--- config.mk ---
export PLATFORM = sky130hd
export DESIGN_NAME = squid_decoder_stream
export DESIGN_NICKNAME = d
export VERILOG_FILES = /design/src/rtl/squid_pkg.sv /design/src/rtl/squid_dec_lane.sv /design/src/rtl/squid_decoder_stream.sv
export SDC_FILE = /design/constraint.sdc
export NUM_CORES = 1
export LEC_CHECK = 0
export BUFFER_PORTS_ARGS = -buffer_cell sky130_fd_sc_hd__buf_4
export CORE_MARGIN = 3
export CORE_UTILIZATION = 45
export DETAILED_ROUTE_END_ITERATION = 10
export MAX_ROUTING_LAYER = met4
export PLACE_DENSITY = 0.67
export SLEW_MARGIN = 30
export SYNTH_ARGS = -nofsm -noshare
export SYNTH_HDL_FRONTEND = slang
export SYNTH_SLANG_ARGS = --single-unit
--- constraint.sdc ---
create_clock -name clk -period 3.73 [get_ports clk]
set_clock_uncertainty 0.2 [all_clocks]
set_input_delay 0.373 -clock clk [delete_from_list [all_inputs] [get_ports clk]]
set_output_delay 0.373 -clock clk [all_outputs]
set_load 0.1 [all_outputs]
--- src/rtl/squid_pkg.sv ---
// Shared constants, types and SQUID coding functions for the streaming block decoder.
// Each weight carries a Hamming-style check word (vp); pp protects the vp words of a block.
package squid_pkg;

    localparam int WB_N = 8;
    localparam int W_W  = 6;
    localparam int VP_W = 4;
    localparam int PP_N = 4;
    localparam int PP_W = 4;

    typedef logic [W_W-1:0]  weight_t;
    typedef logic [VP_W-1:0] vp_t;
    typedef logic [PP_W-1:0] pp_t;
    typedef weight_t [WB_N-1:0] block_t;
    typedef vp_t     [WB_N-1:0] vp_blk_t;
    typedef pp_t     [PP_N-1:0] pp_blk_t;

    // Weight bit i occupies a non-power-of-two Hamming position, so every bit touches >= 2 vp bits.
    function automatic vp_t data_pos(input int i);
        case (i)
            0:       return 4'd3;
            1:       return 4'd5;
            2:       return 4'd6;
            3:       return 4'd7;
            4:       return 4'd9;
            default: return 4'd10;
        endcase
    endfunction

    function automatic vp_t first_level_encoder(input weight_t w);
        vp_t vp;
        vp = '0;
        for (int i = 0; i < W_W; i++) begin
            if (w[i]) vp = vp ^ data_pos(i);
        end
        return vp;
    endfunction

    // pp[0] is the XOR of all vp words; pp[b+1] covers the weights whose index has bit b set.
    function automatic vp_blk_t second_level_decoder(input vp_blk_t vp, input pp_blk_t pp);
        vp_blk_t          rec;
        vp_t              err;
        pp_t              syn;
        logic [PP_N-2:0]  loc;
        rec = vp;
        err = pp[0];
        loc = '0;
        for (int i = 0; i < WB_N; i++) err = err ^ vp[i];
        for (int b = 0; b < PP_N - 1; b++) begin
            syn = pp[b+1];
            for (int i = 0; i < WB_N; i++) begin
                if (i[b]) syn = syn ^ vp[i];
            end
            loc[b] = |syn;
        end
        if (err != '0) rec[loc] = rec[loc] ^ err;
        return rec;
    endfunction

    function automatic weight_t first_level_decoder(input weight_t w, input vp_t vp_rec);
        vp_t     syn;
        weight_t fixed;
        syn   = first_level_encoder(w) ^ vp_rec;
        fixed = w;
        for (int i = 0; i < W_W; i++) begin
            if (syn == data_pos(i)) fixed[i] = ~fixed[i];
        end
        return fixed;
    endfunction

    function automatic logic [63:0] sat_add(input logic [63:0] a, input logic [63:0] b,
                                            input logic [63:0] max);
        logic [63:0] sum;
        sum = a + b;
        return (sum > max) ? max : sum;
    endfunction

endpackage

--- src/rtl/squid_dec_lane.sv ---
// Combinational datapath of one lane: vp generation for stage 1, vp recovery and weight
// correction for stage 2. All registers live in the top.
module squid_dec_lane
    import squid_pkg::*;
(
    input  block_t  s1_weights,
    output vp_blk_t s1_vp,
    input  block_t  s2_weights,
    input  vp_blk_t s2_vp,
    input  pp_blk_t s2_pp,
    input  logic    s2_bypass,
    output block_t  s2_dec_weights,
    output logic    s2_corr
);

    vp_blk_t vp_rec;

    always_comb begin
        s1_vp = '0;
        for (int i = 0; i < WB_N; i++) s1_vp[i] = first_level_encoder(s1_weights[i]);
    end

    // Bypass beats keep the stored weights bit-exact and never report a correction.
    always_comb begin
        vp_rec         = second_level_decoder(s2_vp, s2_pp);
        s2_dec_weights = s2_weights;
        s2_corr        = 1'b0;
        if (!s2_bypass) begin
            for (int i = 0; i < WB_N; i++) begin
                s2_dec_weights[i] = first_level_decoder(s2_weights[i], vp_rec[i]);
            end
            s2_corr = (vp_rec != s2_vp);
        end
    end

endmodule

--- src/rtl/squid_decoder_stream.sv ---
// Elastic, handshaked SQUID block decoder: LANES blocks per beat, PIPE_STAGES register stages,
// with bypass, per-lane correction flags and saturating statistics counters.
module squid_decoder_stream
    import squid_pkg::*;
#(
    parameter int LANES       = 2,
    parameter int PIPE_STAGES = 2,
    parameter int CNT_W       = 32
) (
    input  logic                        clk,
    input  logic                        rst,
    input  logic                        in_valid,
    output logic                        in_ready,
    input  logic                        in_bypass,
    input  logic [LANES*WB_N*W_W-1:0]   in_weights,
    input  logic [LANES*PP_N*PP_W-1:0]  in_pp,
    output logic                        out_valid,
    input  logic                        out_ready,
    output logic [LANES*WB_N*W_W-1:0]   out_weights,
    output logic [LANES-1:0]            out_corr,
    output logic                        out_bypass,
    input  logic                        cnt_clr,
    output logic [CNT_W-1:0]            blk_cnt,
    output logic [CNT_W-1:0]            corr_cnt
);

    localparam int BLK_W = WB_N * W_W;
    localparam int VPB_W = WB_N * VP_W;
    localparam int PPB_W = PP_N * PP_W;
    localparam logic [63:0] CNT_MAX = (64'd1 << CNT_W) - 64'd1;

    logic [PIPE_STAGES:1]       vld;
    logic [PIPE_STAGES:1]       rdy;

    logic [LANES*BLK_W-1:0]     s1_w;
    logic [LANES*VPB_W-1:0]     s1_vp;
    logic [LANES*PPB_W-1:0]     s1_pp;
    logic                       s1_byp;

    logic [LANES*VPB_W-1:0]     enc_vp;
    logic [LANES*BLK_W-1:0]     dec_w;
    logic [LANES-1:0]           dec_corr;

    logic [LANES*BLK_W-1:0]     st_w    [2:PIPE_STAGES];
    logic [LANES-1:0]           st_corr [2:PIPE_STAGES];
    logic                       st_byp  [2:PIPE_STAGES];

    logic [3:0]                 corr_pop;

    for (genvar l = 0; l < LANES; l++) begin : g_lane
        squid_dec_lane u_lane (
            .s1_weights     (in_weights[l*BLK_W +: BLK_W]),
            .s1_vp          (enc_vp[l*VPB_W +: VPB_W]),
            .s2_weights     (s1_w[l*BLK_W +: BLK_W]),
            .s2_vp          (s1_vp[l*VPB_W +: VPB_W]),
            .s2_pp          (s1_pp[l*PPB_W +: PPB_W]),
            .s2_bypass      (s1_byp),
            .s2_dec_weights (dec_w[l*BLK_W +: BLK_W]),
            .s2_corr        (dec_corr[l])
        );
    end

    // A stage can take new data when it is empty or its content moves on this cycle;
    // the chain runs back combinationally from out_ready so a full pipe still streams.
    always_comb begin
        logic chain;
        chain = out_ready;
        rdy   = '0;
        for (int k = PIPE_STAGES; k >= 1; k--) begin
            chain  = !vld[k] || chain;
            rdy[k] = chain;
        end
    end

    assign in_ready    = rdy[1];
    assign out_valid   = vld[PIPE_STAGES];
    assign out_weights = st_w[PIPE_STAGES];
    assign out_corr    = st_corr[PIPE_STAGES];
    assign out_bypass  = st_byp[PIPE_STAGES];

    always_ff @(posedge clk) begin
        if (rst) begin
            vld    <= '0;
            s1_w   <= '0;
            s1_vp  <= '0;
            s1_pp  <= '0;
            s1_byp <= 1'b0;
            for (int k = 2; k <= PIPE_STAGES; k++) begin
                st_w[k]    <= '0;
                st_corr[k] <= '0;
                st_byp[k]  <= 1'b0;
            end
        end else begin
            if (rdy[1]) begin
                vld[1] <= in_valid;
                if (in_valid) begin
                    s1_w   <= in_weights;
                    s1_vp  <= enc_vp;
                    s1_pp  <= in_pp;
                    s1_byp <= in_bypass;
                end
            end
            if (rdy[2]) begin
                vld[2] <= vld[1];
                if (vld[1]) begin
                    st_w[2]    <= dec_w;
                    st_corr[2] <= dec_corr;
                    st_byp[2]  <= s1_byp;
                end
            end
            for (int k = 3; k <= PIPE_STAGES; k++) begin
                if (rdy[k]) begin
                    vld[k] <= vld[k-1];
                    if (vld[k-1]) begin
                        st_w[k]    <= st_w[k-1];
                        st_corr[k] <= st_corr[k-1];
                        st_byp[k]  <= st_byp[k-1];
                    end
                end
            end
        end
    end

    always_comb begin
        corr_pop = '0;
        for (int l = 0; l < LANES; l++) corr_pop = corr_pop + 4'(out_corr[l]);
    end

    // Statistics move only on the output handshake; a simultaneous clear takes priority.
    always_ff @(posedge clk) begin
        if (rst || cnt_clr) begin
            blk_cnt  <= '0;
            corr_cnt <= '0;
        end else if (out_valid && out_ready) begin
            if (!out_bypass) begin
                blk_cnt <= CNT_W'(sat_add(64'(blk_cnt), 64'(LANES), CNT_MAX));
            end
            corr_cnt <= CNT_W'(sat_add(64'(corr_cnt), 64'(corr_pop), CNT_MAX));
        end
    end

endmodule

==> reports/qor.yml, run 1 <==
place:
  place.detailed.hpwl_um: 57050
  placed_cell_area_mm2: 0.02791
  post-place-cells: 3773
  gp_congestion: 0.9732
  placement.io_buffers: 298
floorplanning:
  pin_count: 299
  num_rows: 81
  floorplan.die.height_um: 230.5
  die_area_mm2: 0.05314
  initial_utilization_pct: 45.96
  fp.coreArea_mm2: 0.04936
  fp.dieW_um: 230.5
yosys:
  netlist_area_mm2: 0.02268
  ys_top_cells_by_area: "sky130_fd_sc_hd__dfxtp_1 23%, sky130_fd_sc_hd__xnor2_1 14%, sky130_fd_sc_hd__edfxtp_1 13%"
  area_share_of_the_largest_cell_type_after_synthesis_pct: 22.86
  yosysWarningCount: 0
  synth-main-ff-cell: "sky130_fd_sc_hd__dfxtp_1"
  ys_seq_elements: 358
  synth-edff-count: 99
  post_synth.cell_area_avg_um2: 8.675
  post-synth-top-count-cell: "sky130_fd_sc_hd__nand2_1"
  ys_types: 96
  seq_area_frac_synth_pct: 35.96
  netlist.top_cell.by_area: "sky130_fd_sc_hd__dfxtp_1"
  synth.net_count: 2753
  postSynth.asyncResetShare_pct: 0
  syn-instance-count: 2615
  netlist_top_cells_count: "409 x sky130_fd_sc_hd__nand2_1, 350 x sky130_fd_sc_hd__xnor2_1, 259 x sky130_fd_sc_hd__dfxtp_1"
critical_path:
  cp-start-kind: "flop"
  cp.required_ps: 3850
  timing.critical_path.depth: 13
  setup.worst_path.end: "st_w[2][41]"
  cp_max_fo: 8
  crit_path_cell_trace: "xnor3_2, xnor2_4, nor4_4, buf_4, nand2_1, a31oi_1, buf_4, a31o_4, a31oi_2, xnor2_2, nor3b_4, xnor2_1, nor2_1"
  critical_path.n_buffers_inverters: 2
  worst_path_dominant_cell_family: "XOR/XNOR gates"
  arrival_ps: 4080
  r2r-start: "s1_pp[10]"
  setup.worst_path.end_class: "flop"
  regToRegEndpoint: "st_w[2][41]"
  crit_top_cell: "sky130_fd_sc_hd__buf_4"
  worst-r2r-setup-slack_ps: -220
  register_to_register_path_depth: 13
  worst-setup-path-type: "reg -> reg"
  critical_path.max_stage_delay_ps: 460
  worst_setup_path_startpoint: "s1_pp[10]"
  slowest_stage: "sky130_fd_sc_hd__xnor3_2"
cts:
  cts_num_sinks: 358
  cts_inserted_buffers: 43
  cts_max_path_buffers: 3
  tritoncts_clock_tree: "yes"
  htreeDepth: 2
  clkTransAtPathRegs_ps: 60
  cts.root.buffer_cell: "sky130_fd_sc_hd__clkbuf_16"
  clk-insertion-delay-late_ps: 580
global_route:
  maximum_number_of_pins_on_one_net_before_global_route_repair: 86
  grt_antenna_before_repair: 5
  first_pass_grt_wire_length_um: 124000
  number_of_global_route_vias_before_repair: 22426
  grt_remaining_overflow: 0
  grt.total_usage_pct: 29.90
final_layout:
  area_growth_syn_to_layout_pct: 50.66
  final_core_utilization_pct: 69.24
  share_of_final_layout_standard_cells_stronger_than_drive_strength_1_pct: 34.61
  finish.net_count: 3512
  final_design_area_no_fill_mm2: 0.03418
  layoutNonFillerInstCount: 4078
  num-fill-cells: 3680
timing:
  timing.final.max_slew_violations: 0
  final-setup-viol-count: 57
  max_freq_ghz: 0.2529
  slew_headroom_pct: 33.83
  worst_pin_slew_ps: 992.6
  whs_ps: 53.74
  final_period_util_pct: 106.0
  post-route-min-period_ps: 3954
  worst_slack_ps: -223.6
  finalHoldViolations: 0
  rsz0062_at_grt: "true"
drt:
  ant_nets: 0
  detail_route.wl_per_cell_um: 20.23
  first_pass_iters: 6
  vias: 23066
  vias_per_cell: 5.656
  drt-total-wl_um: 82500
  remaining_drc_errors: 0
  drt_iter0_markers: 1874
pwr:
  p_leak_nw: 13.41
  power_w: 0.01968
  vdd_drop_max_v: 0.0003840
  power_density_mw_per_mm2: 575.8
hold_path:
  min_path_cells: 3
  min-delay-path-class: "in -> reg"
flow_run:
  maxcap_viol_count: 0
status:
  failed_checks: "setup timing"
  outcome: "finished, violations left"
[cells by family (layout without fill, tap and decap cells)]
kind of cell,Yosys count,after routing,synth area share [%]
simple gates,1016,1016,21.42
compound gates,530,530,15.81
xor+xnor,498,498,21.80
flops,358,358,35.96
buf+inv,173,967,3.105
mux,36,36,1.655
fa+ha+maj,4,4,0.2537
other cells,0,5,0
[power breakdown]
part,leakage [nW],total (W),switching (W),internal (W)
combinational,9.46,0.0107,0.00581,0.00485
sequential,3.21,0.00449,0.000251,0.00424
clock,0.743,0.00454,0.00177,0.00277
total,13.4,0.0197,0.00782,0.0119
[timing repair]
item	4_1_cts	5_1_grt
pin swaps	77	118
buffers inserted	37	46
hold buffers	144	0
setup endpoints to repair	96	94
endpoints found under the hold margin	162	0
gates resized for setup	212	282
gates cloned	0	0
[registers in the layout (all words and copies together), names as in the netlist]
signal / cells
blk_cnt: 32
s1_w: 96
st_w: 96
corr_cnt: 32
st_corr: 2
s1_pp: 32
s1_byp: 1
s1_vp: 64
st_byp: 1
vld: 2
[cell type report]
cell class,count,area [um^2],area share (%)
multi-input combinational,2084,16310,47.73
tap,664,830.8,2.431
clock inverter,17,242.7,0.7103
clock buffer,63,1291,3.778
antenna,5,12.51,0.03661
sequential,358,8228,24.08
inverter,35,131.4,0.3844
timing repair buffer,852,7126,20.85
[how the worst min path moves through the flow]
stage                    from     endpoint
floorplan            s1_pp[4]     s1_pp[4]
detailed placement  s1_pp[18]    s1_pp[18]
global placement     s1_pp[2]     s1_pp[2]
global route          cnt_clr  corr_cnt[0]
CTS                   cnt_clr  corr_cnt[0]
finish              in_pp[31]    s1_pp[31]
[layer usage]
| metal | GRT usage, % | share of wire [%] | up-vias |
|---|---|---|---|
| met2 | 48.55 | 48 | 920 |
| met4 | 9.665 | 3.1 | 0 |
| met3 | 3.554 | 6.9 | 179 |
| li1 | - | - | 10781 |
| met1 | 39.06 | 42 | 11186 |
| met5 | - | 0 | - |
[per-stage QoR]
stage | setup slack [ps] | TNS, ps
6_report | -223.6 | -2899
5_1_grt | -336.9 | -11960
2_1_floorplan | -8.692 | -22.07
4_1_cts | -95.86 | -705.5
3_3_place_gp | -273.3 | -11640
3_5_place_dp | -344.5 | -16440
[worst register-to-register path, cell delays in order (launching register included)]
cell and delay [ps]:
sky130_fd_sc_hd__dfxtp_2 320, sky130_fd_sc_hd__xnor3_2 460, sky130_fd_sc_hd__xnor2_4 180, sky130_fd_sc_hd__nor4_4 390
sky130_fd_sc_hd__buf_4 260, sky130_fd_sc_hd__nand2_1 100, sky130_fd_sc_hd__a31oi_1 170, sky130_fd_sc_hd__buf_4 140
sky130_fd_sc_hd__a31o_4 310, sky130_fd_sc_hd__a31oi_2 190, sky130_fd_sc_hd__xnor2_2 440, sky130_fd_sc_hd__nor3b_4 290
sky130_fd_sc_hd__xnor2_1 180, sky130_fd_sc_hd__nor2_1 80
[cells in the final DEF (no fill, tap or decap), types with 10 or more instances in the layout]
cell,count
sky130_fd_sc_hd__buf_4,643
sky130_fd_sc_hd__nand2_1,396
sky130_fd_sc_hd__xnor2_1,295
sky130_fd_sc_hd__nor2_1,235
sky130_fd_sc_hd__a21oi_1,219
sky130_fd_sc_hd__dfxtp_1,217
sky130_fd_sc_hd__dlygate4sd3_1,144
sky130_fd_sc_hd__edfxtp_1,99
sky130_fd_sc_hd__xor2_1,84
sky130_fd_sc_hd__a211oi_1,67
sky130_fd_sc_hd__buf_6,51
sky130_fd_sc_hd__xnor2_2,48
sky130_fd_sc_hd__clkbuf_16,48
sky130_fd_sc_hd__nand3_1,47
sky130_fd_sc_hd__nand4_1,41
sky130_fd_sc_hd__inv_1,35
sky130_fd_sc_hd__dfxtp_2,35
sky130_fd_sc_hd__o21ai_0,33
sky130_fd_sc_hd__a311oi_1,29
sky130_fd_sc_hd__mux2i_1,28
sky130_fd_sc_hd__and3_1,28
sky130_fd_sc_hd__nor3_1,26
sky130_fd_sc_hd__xnor2_4,20
sky130_fd_sc_hd__or3_1,20
sky130_fd_sc_hd__xnor3_1,19
sky130_fd_sc_hd__and2_1,18
sky130_fd_sc_hd__a41oi_1,13
sky130_fd_sc_hd__a21oi_2,13
sky130_fd_sc_hd__nor3_2,13
sky130_fd_sc_hd__or4_4,12
sky130_fd_sc_hd__nor4_1,12
sky130_fd_sc_hd__nor2_4,12
sky130_fd_sc_hd__buf_12,12
sky130_fd_sc_hd__xor2_2,11
sky130_fd_sc_hd__a31oi_4,11
sky130_fd_sc_hd__clkbuf_1,11
sky130_fd_sc_hd__and4_1,10
Power figures use the tool's default switching activity.
==> run 2, diff against run 1 <==
- ABC_AREA: unset -> 1
- CELL_PAD_IN_SITES_DETAIL_PLACEMENT: unset -> 1
- CELL_PAD_IN_SITES_GLOBAL_PLACEMENT: unset -> 2
- CORE_UTILIZATION: 45 -> 30
- PLACE_DENSITY: 0.67 -> unset
- PLACE_DENSITY_LB_ADDON: unset -> 0.1
==> reports/qor.yml, run 2 <==
status:
  outcome: "finished clean"
yosys:
  synth-edff-count: 99  # unchanged
  netlist_top_cells_count: "733 x sky130_fd_sc_hd__nand2_1, 322 x sky130_fd_sc_hd__nor2_1, 321 x sky130_fd_sc_hd__nand3_1"
  yosysWarningCount: 0  # unchanged
  synth.net_count: 3449  # +25%
  area_share_of_the_largest_cell_type_after_synthesis_pct: 22.31  # -0.54 points
  postSynth.asyncResetShare_pct: 0  # unchanged
  ys_types: 45  # -53%
  netlist_area_mm2: 0.02324  # +2.4%
  ys_top_cells_by_area: "sky130_fd_sc_hd__dfxtp_1 22%, sky130_fd_sc_hd__edfxtp_1 13%, sky130_fd_sc_hd__nand2_1 12%"
  post_synth.cell_area_avg_um2: 7.018  # -19%
  ys_seq_elements: 358  # unchanged
  netlist.top_cell.by_area: "sky130_fd_sc_hd__dfxtp_1"
  post-synth-top-count-cell: "sky130_fd_sc_hd__nand2_1"
  synth-main-ff-cell: "sky130_fd_sc_hd__dfxtp_1"
  seq_area_frac_synth_pct: 35.11  # -0.86 points
  syn-instance-count: 3311  # +27%
timing:
  final-setup-viol-count: 0  # -100%
  worst_pin_slew_ps: 725.4  # -267.2 ps
  max_freq_ghz: 0.2886  # +14%
  post-route-min-period_ps: 3465  # -488.7 ps
  finalHoldViolations: 0  # unchanged
  whs_ps: 57.98  # +4.245 ps
  timing.final.max_slew_violations: 0  # unchanged
  final_period_util_pct: 92.89  # -13 points
  slew_headroom_pct: 51.64  # +18 points
  rsz0062_at_grt: "true"
global_route:
  grt_remaining_overflow: 0  # unchanged
  grt_antenna_before_repair: 2  # -3
  grt.total_usage_pct: 22.58  # -7.3 points
  first_pass_grt_wire_length_um: 140900  # +14%
  number_of_global_route_vias_before_repair: 24337  # +8.5%
  maximum_number_of_pins_on_one_net_before_global_route_repair: 92  # +7.0%
hold_path:
  min_path_cells: 3  # unchanged
  min-delay-path-class: "in -> reg"
  holdCritStartpoint: "in_pp[22]"
  hold-path-endpoint: "s1_pp[22]"
floorplanning:
  fp.coreArea_mm2: 0.07633  # +55%
  die_area_mm2: 0.08083  # +52%
  initial_utilization_pct: 30.44  # -16 points
  num_rows: 101  # +25%
  floorplan.die.height_um: 284.3  # +23%
  fp.dieW_um: 284.3  # +23%
  pin_count: 299  # unchanged
critical_path:
  cp.required_ps: 3860  # about the same
  worst-setup-path-type: "reg -> reg"
  register_to_register_path_depth: 23  # +10
  cp_max_fo: 31  # +23
  regToRegEndpoint: "st_w[2][43]"
  r2r-start: "s1_vp[4]"
  arrival_ps: 3590  # -490 ps
  worst-r2r-setup-slack_ps: 270  # +490 ps
  setup.worst_path.end_class: "flop"
  cp-start-kind: "flop"
drt:
  detail_route.wl_per_cell_um: 18.75  # -7.3%
  drt_iter0_markers: 1214  # -35%
  drt-total-wl_um: 90660  # +9.9%
  vias_per_cell: 4.870  # -14%
  first_pass_iters: 5  # -1
  ant_nets: 0  # unchanged
  vias: 23546  # +2.1%
  remaining_drc_errors: 0  # unchanged
cts:
  cts_inserted_buffers: 48  # +12%
  cts_num_sinks: 358  # unchanged
  clk-insertion-delay-late_ps: 590  # about the same
  post_cts.repair.setup_buffers: 0  # -100%
  cts_max_path_buffers: 3  # unchanged
  htreeDepth: 2  # unchanged
  clkTransAtPathRegs_ps: 60  # about the same
  tritoncts_clock_tree: "yes"
  cts.root.buffer_cell: "sky130_fd_sc_hd__clkbuf_16"
final_layout:
  most-common-layout-cells: "730 x sky130_fd_sc_hd__nand2_1, 381 x sky130_fd_sc_hd__buf_4, 319 x sky130_fd_sc_hd__nand3_1, 312 x sky130_fd_sc_hd__nor2_1, 300 x sky130_fd_sc_hd__inv_1"
  multi_input_logic_area_mm2: 0.01352  # -17%
  area_growth_syn_to_layout_pct: 29.72
  num-fill-cells: 9523  # +160%
  share_of_final_layout_standard_cells_stronger_than_drive_strength_1_pct: 15.75  # -19 points
  largestRegisters: "s1_w (96), st_w (96), s1_vp (64)"
  finish.net_count: 3902  # +11%
  ff_latch_area_mm2: 0.008165  # -0.76%
  layoutNonFillerInstCount: 4835  # +19%
  layout_commonest_cell: "sky130_fd_sc_hd__nand2_1"
  final_core_utilization_pct: 39.49  # -30 points
place:
  place.detailed.hpwl_um: 68490  # +20%
  placement.io_buffers: 298  # unchanged
  post-place-cells: 4617  # +22%
  gp_congestion: 0.8808  # -9.5%
pwr:
  power_density_mw_per_mm2: 508.2  # -12%
  p_leak_nw: 13.06  # -2.5%
  vdd_drop_max_v: 0.0003343  # -13%
flow_run:
  maxcap_viol_count: 0  # unchanged
run 2: changes by cell type after synthesis, sizes merged, moves of 25 or more:
cell | before | now
nand2 | 409 | 746
inv | 35 | 317
nand3 | 54 | 332
o21ai | 43 | 221
xnor2 | 363 | 227
nor2 | 256 | 359
xor2 | 103 | 192
a211oi | 75 | 0
mux2i | 34 | 0
a311oi | 31 | 0
and3 | 29 | 3
xnor3 | 26 | 0
or3 | 25 | 0
run 2: what timing repair did:
| item | in CTS | in global routing |
|---|---|---|
| endpoints found under the setup margin | 0 | 93 |
| gates resized for setup | 0 | 29 |
| hold buffers | 127 | 0 |
| endpoints found under the hold margin | 186 | 0 |
run 2: metrics by stage:
stage | setup TNS, ps | total power, W | instance area, um^2 | setup WS [ps]
3_3_place_gp | 0 | 0.01034 | 27130 | 48.42
5_1_grt | -3.863 | 0.01627 | 30140 | -3.863
4_1_cts | 0 | 0.01545 | 30020 | 65.22
3_5_place_dp | 0 | 0.01044 | 27130 | 100.2
2_1_floorplan | -47.44 | 0.008526 | 23250 | -47.44
6_report | 0 | 0.01532 | 30140 | 265.1
run 2: logic make-up after synthesis:
kind of cell	share of synthesized area, %
AO/OA/AOI/OAI	12.23
XOR/XNOR	15.82
adder cells (fa/ha/maj)	0.2477
buffers and inverters	7.344
flip-flops	35.11
AND/OR/NAND/NOR	29.24
run 2: final cells by class:
cell class	count	area share, %
antenna	1	0.008302
clock buffer	67	4.695
clock inverter	23	0.6808
inverter	323	4.047
multi-input combinational	2515	44.86
sequential	358	27.09
tap	1030	4.275
timing repair buffer	518	14.34
run 2: report_power, final:
part | internal [W] | switching [W]
clock network | 0.00285 | 0.00191
logic | 0.00191 | 0.00408
registers | 0.00426 | 0.000293
run 2: per-layer routing:
metal / GRT usage, % / vias up / routed length [um]
li1: - / 11689 / -
met1: 30.41 / 11313 / 43490
met2: 36.58 / 446 / 41630
met3: 2.526 / 98 / 3830
met4: 4.810 / 0 / 1710
met5: - / - / 0
run 2: worst max-delay path by stage:
stage | from | endpoint | cells after the start
after global placement | s1_vp[31] | st_w[2][5] | 16
after global routing | s1_vp[4] | st_w[2][13] | 23
after detailed placement | s1_vp[47] | st_w[2][53] | 19
after CTS | s1_vp[47] | st_w[2][53] | 19
after floorplan | st_corr[2][1] | corr_cnt[30] | 17
final | s1_vp[4] | st_w[2][43] | 23
run 2: worst max-delay path, cell delays in order (launching register included):
cell	delay, ps
sky130_fd_sc_hd__dfxtp_1	440
sky130_fd_sc_hd__inv_2	90
sky130_fd_sc_hd__nand2_1	140
sky130_fd_sc_hd__nand2_1	90
sky130_fd_sc_hd__nand2_1	70
sky130_fd_sc_hd__nand3_1	70
sky130_fd_sc_hd__nand2_1	80
sky130_fd_sc_hd__nand2_1	80
sky130_fd_sc_hd__inv_1	170
sky130_fd_sc_hd__nand2_8	170
sky130_fd_sc_hd__nand2_1	90
sky130_fd_sc_hd__nand2_1	70
sky130_fd_sc_hd__nand2_1	70
sky130_fd_sc_hd__nand2_1	60
sky130_fd_sc_hd__nand2_1	100
sky130_fd_sc_hd__nand3_2	280
sky130_fd_sc_hd__nand3_1	250
sky130_fd_sc_hd__nand2_1	70
sky130_fd_sc_hd__nand2_1	90
sky130_fd_sc_hd__nand2_1	110
sky130_fd_sc_hd__nor2_2	190
sky130_fd_sc_hd__nand3_1	100
sky130_fd_sc_hd__nand2_1	70
sky130_fd_sc_hd__nor2_1	60
